===== src/rtl/seq_det_pkg.sv =====
// seq_det_pkg: state encoding and width helper for the programmable sequence detector
package seq_det_pkg;
  localparam logic [1:0] IDLE = 2'b00;
  localparam logic [1:0] FILL = 2'b01;
  localparam logic [1:0] HUNT = 2'b10;
  localparam logic [1:0] HIT  = 2'b11;
  function automatic int len_w(input int max_len);
    return $clog2(max_len + 1);
  endfunction
endpackage


===== src/rtl/seq_det_sat_cnt.sv =====
// seq_det_sat_cnt: saturating counter, clear dominates increment
module seq_det_sat_cnt #(
  parameter int W = 8
) (
  input  logic         clk,
  input  logic         rst,
  input  logic         inc,
  input  logic         clr,
  output logic [W-1:0] q
);
  always_ff @(posedge clk)
    if (rst || clr) q <= '0;
    else if (inc && q != '1) q <= q + 1'b1;
endmodule


===== src/rtl/seq_det_prog_moore.sv =====
// seq_det_prog_moore: run-time programmable Moore pattern detector with overlap mode and hit counter
module seq_det_prog_moore
  import seq_det_pkg::*;
#(
  parameter int MAX_LEN = 8,
  parameter int CNT_W   = 8,
  parameter int LEN_W   = len_w(MAX_LEN)
) (
  input  logic               clk,
  input  logic               rst,
  input  logic               en,
  input  logic               x,
  input  logic               cfg_load,
  input  logic [MAX_LEN-1:0] cfg_pattern,
  input  logic [LEN_W-1:0]   cfg_len,
  input  logic               cfg_overlap,
  input  logic               cnt_clr,
  output logic               y,
  output logic [CNT_W-1:0]   match_cnt,
  output logic               cfg_err
);
  logic [MAX_LEN-1:0] pat, hist, hist_n, mask;
  logic [LEN_W-1:0]   len, fill, nfill, fill_n;
  logic [1:0]         state, state_n;
  logic               ovl, step, hit, cfg_ok;
  always_comb begin
    cfg_ok  = cfg_len != '0 && cfg_len <= LEN_W'(MAX_LEN);
    step    = en && !cfg_load && state != IDLE;
    hist_n  = {hist[MAX_LEN-2:0], x};
    mask    = ~({MAX_LEN{1'b1}} << len);
    nfill   = fill == len ? len : fill + 1'b1;
    hit     = step && nfill == len && ((hist_n ^ pat) & mask) == '0;
    fill_n  = hit ? (ovl ? len : '0) : nfill;
    state_n = step ? (hit ? HIT : nfill == len ? HUNT : FILL)
            : state == HIT ? (ovl ? HUNT : FILL) : state;
  end
  always_ff @(posedge clk)
    if (rst) begin
      pat     <= '0;
      len     <= '0;
      ovl     <= 1'b0;
      hist    <= '0;
      fill    <= '0;
      state   <= IDLE;
      cfg_err <= 1'b0;
    end else begin
      cfg_err <= cfg_load && !cfg_ok;
      if (cfg_load && cfg_ok) begin
        pat   <= cfg_pattern;
        len   <= cfg_len;
        ovl   <= cfg_overlap;
        hist  <= '0;
        fill  <= '0;
        state <= FILL;
      end else if (cfg_load) begin
        state <= IDLE;
      end else begin
        state <= state_n;
        if (step) begin
          hist <= hist_n;
          fill <= fill_n;
        end
      end
    end
  assign y = state == HIT;
  seq_det_sat_cnt #(.W(CNT_W)) u_cnt (
    .clk(clk),
    .rst(rst),
    .inc(hit),
    .clr(cnt_clr),
    .q(match_cnt)
  );
endmodule


===== config.mk =====
export PLATFORM = sky130hd
export DESIGN_NAME = seq_det_prog_moore
export DESIGN_NICKNAME = d
export VERILOG_FILES = /design/src/rtl/seq_det_pkg.sv /design/src/rtl/seq_det_sat_cnt.sv /design/src/rtl/seq_det_prog_moore.sv
export SDC_FILE = /design/constraint.sdc
export NUM_CORES = 1
export LEC_CHECK = 0
export ABC_AREA = 1
export BUFFER_PORTS_ARGS = -buffer_cell sky130_fd_sc_hd__clkbuf_2
export CORE_AREA = 2 2 73 75
export DETAILED_ROUTE_END_ITERATION = 10
export DIE_AREA = 0 0 75 77
export PLACE_DENSITY = 0.69
export SYNTH_ARGS = -nofsm -noshare
export SYNTH_HDL_FRONTEND = slang
export SYNTH_HIERARCHICAL = 1
export SYNTH_SLANG_ARGS = --single-unit

===== constraint.sdc =====
create_clock -name clk -period 6.6 [get_ports clk]
set_input_delay 1.65 -clock clk [delete_from_list [all_inputs] [get_ports clk]]
set_output_delay 1.65 -clock clk [all_outputs]
set_load 0.1 [all_outputs]

==> summary.md <==
| Metric | Value |
|---|---|
| VDD IR max | 0.000134 V |
| Worst path max stage delay | 0.51 ns |
| Part of the power in combinational logic | 14.5% |
| Syn. warnings | 6 |
| Routed wl met3 | 226 um |
| Layout Nets | 341 |
| Worst rel slew slack | 57.4% |
| Clock Sinks | 35 |
| Most used cell, CP | nand3_1 |
| Max Cap Viol | 0 |
| Count of different cell masters after synthesis | 34 |
| RSZ-0062 raised after global routing | false |
| P_int | 335 uW |
| Resize count post-CTS | 0 |
| CTS tree | built |
| Antenna violations before repair | 0 |
| Clk slew on worst S/H paths | 0.07 ns |
| First-pass GRT wire length | 7790 um |
| Clk pwr share | 36.6% |
| Mapped Nets | 314 |
| Largest family of logic cells by synthesized area | simple AND/OR/NAND/NOR gates |
| Die width | 75 um |
| Iteration-0 DRC Markers | 96 |
| PortBufs | 28 |
| Cells after Synth | 293 |
| Setup violators final | 0 |
| Synth Area in Simple Gates | 36.8% |
| Critical Path Slowest Stage Cell | inv_1 |
| Initial Utilization | 39.6% |
| Number of setup buffers added after CTS | 0 |
| DIE AREA | 0.00578 sq mm |
| # IOs | 29 |
| Later-pin clock latency in the skew report | 0.28 ns |
| TritonCTS Buffers | 5 |
| PwrDens | 205 mW/mm^2 |
| Largest net degree at the start of global routing | 22 |
| Pre-antenna DRT Iters | 4 |
| Grt ovf | 0 |
| ANT cells | 0 |
| WL/cell | 11.2 um |
| Final Skew | 0.00291 ns |
| Top Metal Used | met4 |
| Final Cycle Share | 57.3% |
| CTS Root Cell | clkbuf_8 |
| Post-synthesis register bit count | 35 |
| Cell Count Post-Placement | 383 |
| WP data required | 6.78 ns |
| Minimum clock period | 3.79 ns |
| Status | finished clean |
| Hold Path Origin | pat[4] |
| Hold Path Depth | 2 |
| DP HPWL | 3320 um |
| Post-synthesis mux area share | 0% |
| Total power | 459 uW |
| Number of global-route vias before repair | 1747 |
| Worst r2r path cells | 12 |
| Num rows | 26 |
| Sw frac | 27.0% |
| Total wire length | 4390 um |
| Post-cts hold buffer count | 0 |
| Worst reg2reg endpoint | u_cnt/q[4] |
| Area fraction in compound gates after synthesis | 15.1% |
| Max Fclk | 264 MHz |
| Vias | 1901 |
| Final Cell Area | 0.00224 sq mm |
| Post-synthesis sequential area ratio | 35.6% |
| Routability cong. | 0.789 |
| Final Max Tran Viols | 0 |
| Core box area | 0.00498 sq mm |
| Post-DP Area | 0.00214 sq mm |
| Met2 routed WL | 2040 um |
| Non-filler cells, final | 391 |
| Hold crit path type | reg -> reg |
| Worst-Margin Slew | 0.637 ns |
| LEAKAGE | 0.000949 uW |
| Synth Cell Area | 0.00197 sq mm |
| CTS H-tree depth | 2 |
| Crit Path Class | in -> reg |
| Worst path cell trace | clkbuf_2, inv_2, nand3_1, inv_1, nand3_1, nor2_2, nand3_2, inv_1, nand2_1, nor3_1, nand3_1, nand2_1, nor2_1 |
| Synthesis-to-layout area growth | 13.5% |
| Type of origin of the critical path | input port |
| Setup TNS | 0 ns |
| Worst setup EP type | flip-flop |
| CTS max path bufs | 2 |
| Via density | 4.86 |
| Remaining DRCs | 0 |
| Wire length on met1 | 2030 um |
| Crit Path Max Fanout | 15 |
| Reg-to-Reg Start | state[1] |
| Fraction of layout cells with a size suffix above 1 | 19.0% |
| GRT Overall Usage | 17.1% |
| Synth Area in Adders | 1.27% |
| Routed Antenna Nets | 0 |
| Die Ht | 77 um |
| P_sw | 124 uW |
| Worst reg-to-reg setup slack | 4.02 ns |
| Hold Vio Cnt, Final | 0 |
| Worst Path Arrival | 3.96 ns |
| Hold EP | pat[4] |
| Seq pwr share | 48.9% |
| Post-synthesis xor/xnor area fraction | 2.22% |
| Post-Syn Area per Cell | 6.73 sq um |
[through the flow]
stage	hold WS, ns	util [%]	worst slack, ns
after CTS	0.474	44.9	2.84
final	0.471	44.9	2.81
after detailed placement	0.466	42.9	2.53
after global placement	0.462	42.9	2.56
after floorplan	0.443	-	3.30
after global routing	0.504	44.9	2.44
[how the worst max path moves through the flow]
stage,startpoint,endpoint,slack (ns),cells after the start
finish,cfg_load,u_cnt/q[4],2.81,13
global route,cfg_load,u_cnt/q[4],2.44,13
CTS,cfg_load,u_cnt/q[5],2.84,15
detailed placement,cfg_load,u_cnt/q[5],2.53,15
global placement,cfg_load,u_cnt/q[5],2.56,15
floorplan,cfg_load,u_cnt/q[5],3.30,15
[synthesized netlist by cell type]
| cell | number | share of area [%] |
|---|---|---|
| nand2_2 | 5 | 1.6 |
| nor2_1 | 23 | 4.4 |
| nand3_1 | 30 | 7.6 |
| buf_4 | 1 | 0.38 |
| nor3_1 | 2 | 0.51 |
| nand2_1 | 76 | 14 |
| clkinv_1 | 1 | 0.19 |
| o21ai_0 | 10 | 2.5 |
| inv_1 | 24 | 4.6 |
| buf_6 | 2 | 1.1 |
| or2_2 | 2 | 0.63 |
| nor2_2 | 4 | 1.3 |
| dfxtp_1 | 35 | 36 |
| clkbuf_1 | 3 | 0.57 |
| nor2_8 | 1 | 1.0 |
| a22oi_1 | 1 | 0.38 |
| nand3b_2 | 1 | 0.57 |
| a21oi_1 | 31 | 7.9 |
| xor2_1 | 4 | 1.8 |
| nand3_2 | 3 | 1.5 |
| clkbuf_4 | 1 | 0.38 |
| a31oi_1 | 1 | 0.32 |
| or2_1 | 1 | 0.32 |
| a21oi_2 | 2 | 0.89 |
| inv_2 | 6 | 1.1 |
| nand4_1 | 3 | 0.95 |
| dlymetal6s2s_1 | 1 | 0.63 |
| o21ai_1 | 11 | 2.8 |
| nor4_2 | 1 | 0.63 |
| xnor2_1 | 1 | 0.44 |
| ha_1 | 2 | 1.3 |
| nor2_4 | 1 | 0.57 |
| o22ai_1 | 1 | 0.32 |
| nand3b_1 | 2 | 0.76 |
[registers in the layout, indices dropped and copies added, names as in the netlist]
register  cells
pat           8
cfg_err       1
hist          7
ovl           1
u_cnt/q       8
state         2
fill          4
len           4
[kinds of logic (layout without fill, tap and decap cells)]
family,after synthesis,in the layout
buffers and inverters,39,67
adder cells (fa/ha/maj),2,2
XOR/XNOR,5,5
flip-flops,35,35
AO/OA/AOI/OAI,57,57
AND/OR/NAND/NOR,155,155
[critical path, delay by kind of cell]
kind | cells | cell delay [ns]
and+or+nand+nor | 9 | 1.33
buffers and inverters | 4 | 0.98
[power groups by stage]
stage / logic (uW) / registers, uW / clock network, uW
2_1_floorplan: 50.3 / 230 / 0
3_5_place_dp: 66.4 / 229 / 0
4_1_cts: 66.7 / 225 / 173
5_1_grt: 76.4 / 226 / 182
3_3_place_gp: 65.9 / 229 / 0
6_report: 66.6 / 225 / 168
[layout make-up]
cell class	instances	area [sq um]
fill	535	2740
multi-input combinational	219	1090
sequential	35	701
timing repair buffer	28	140
inverter	31	116
clock buffer	8	100
tap	70	87.6
[metal layers]
layer,GRT usage (%),up-vias
li1,-,1010
met1,23.1,829
met2,26.6,54
met3,3.42,8
met4,6.43,0
met5,0,-
[layout by cell type (no fill, tap or decap)]
master     n
a21oi_1   31
a21oi_2    2
a22oi_1    1
a31oi_1    1
clkbuf_1   1
clkbuf_2  28
clkbuf_8   7
clkinv_1   1
dfxtp_1   35
ha_1       2
inv_1     24
inv_2      6
nand2_1   76
nand2_2    5
nand3_1   30
nand3_2    3
nand3b_1   2
nand3b_2   1
nand4_1    3
nor2_1    23
nor2_2     4
nor2_4     1
nor2_8     1
nor3_1     2
nor4_2     1
o21ai_0   10
o21ai_1   11
o22ai_1    1
or2_1      1
or2_2      2
xnor2_1    1
xor2_1     4
(Power assumes the default switching activity.)
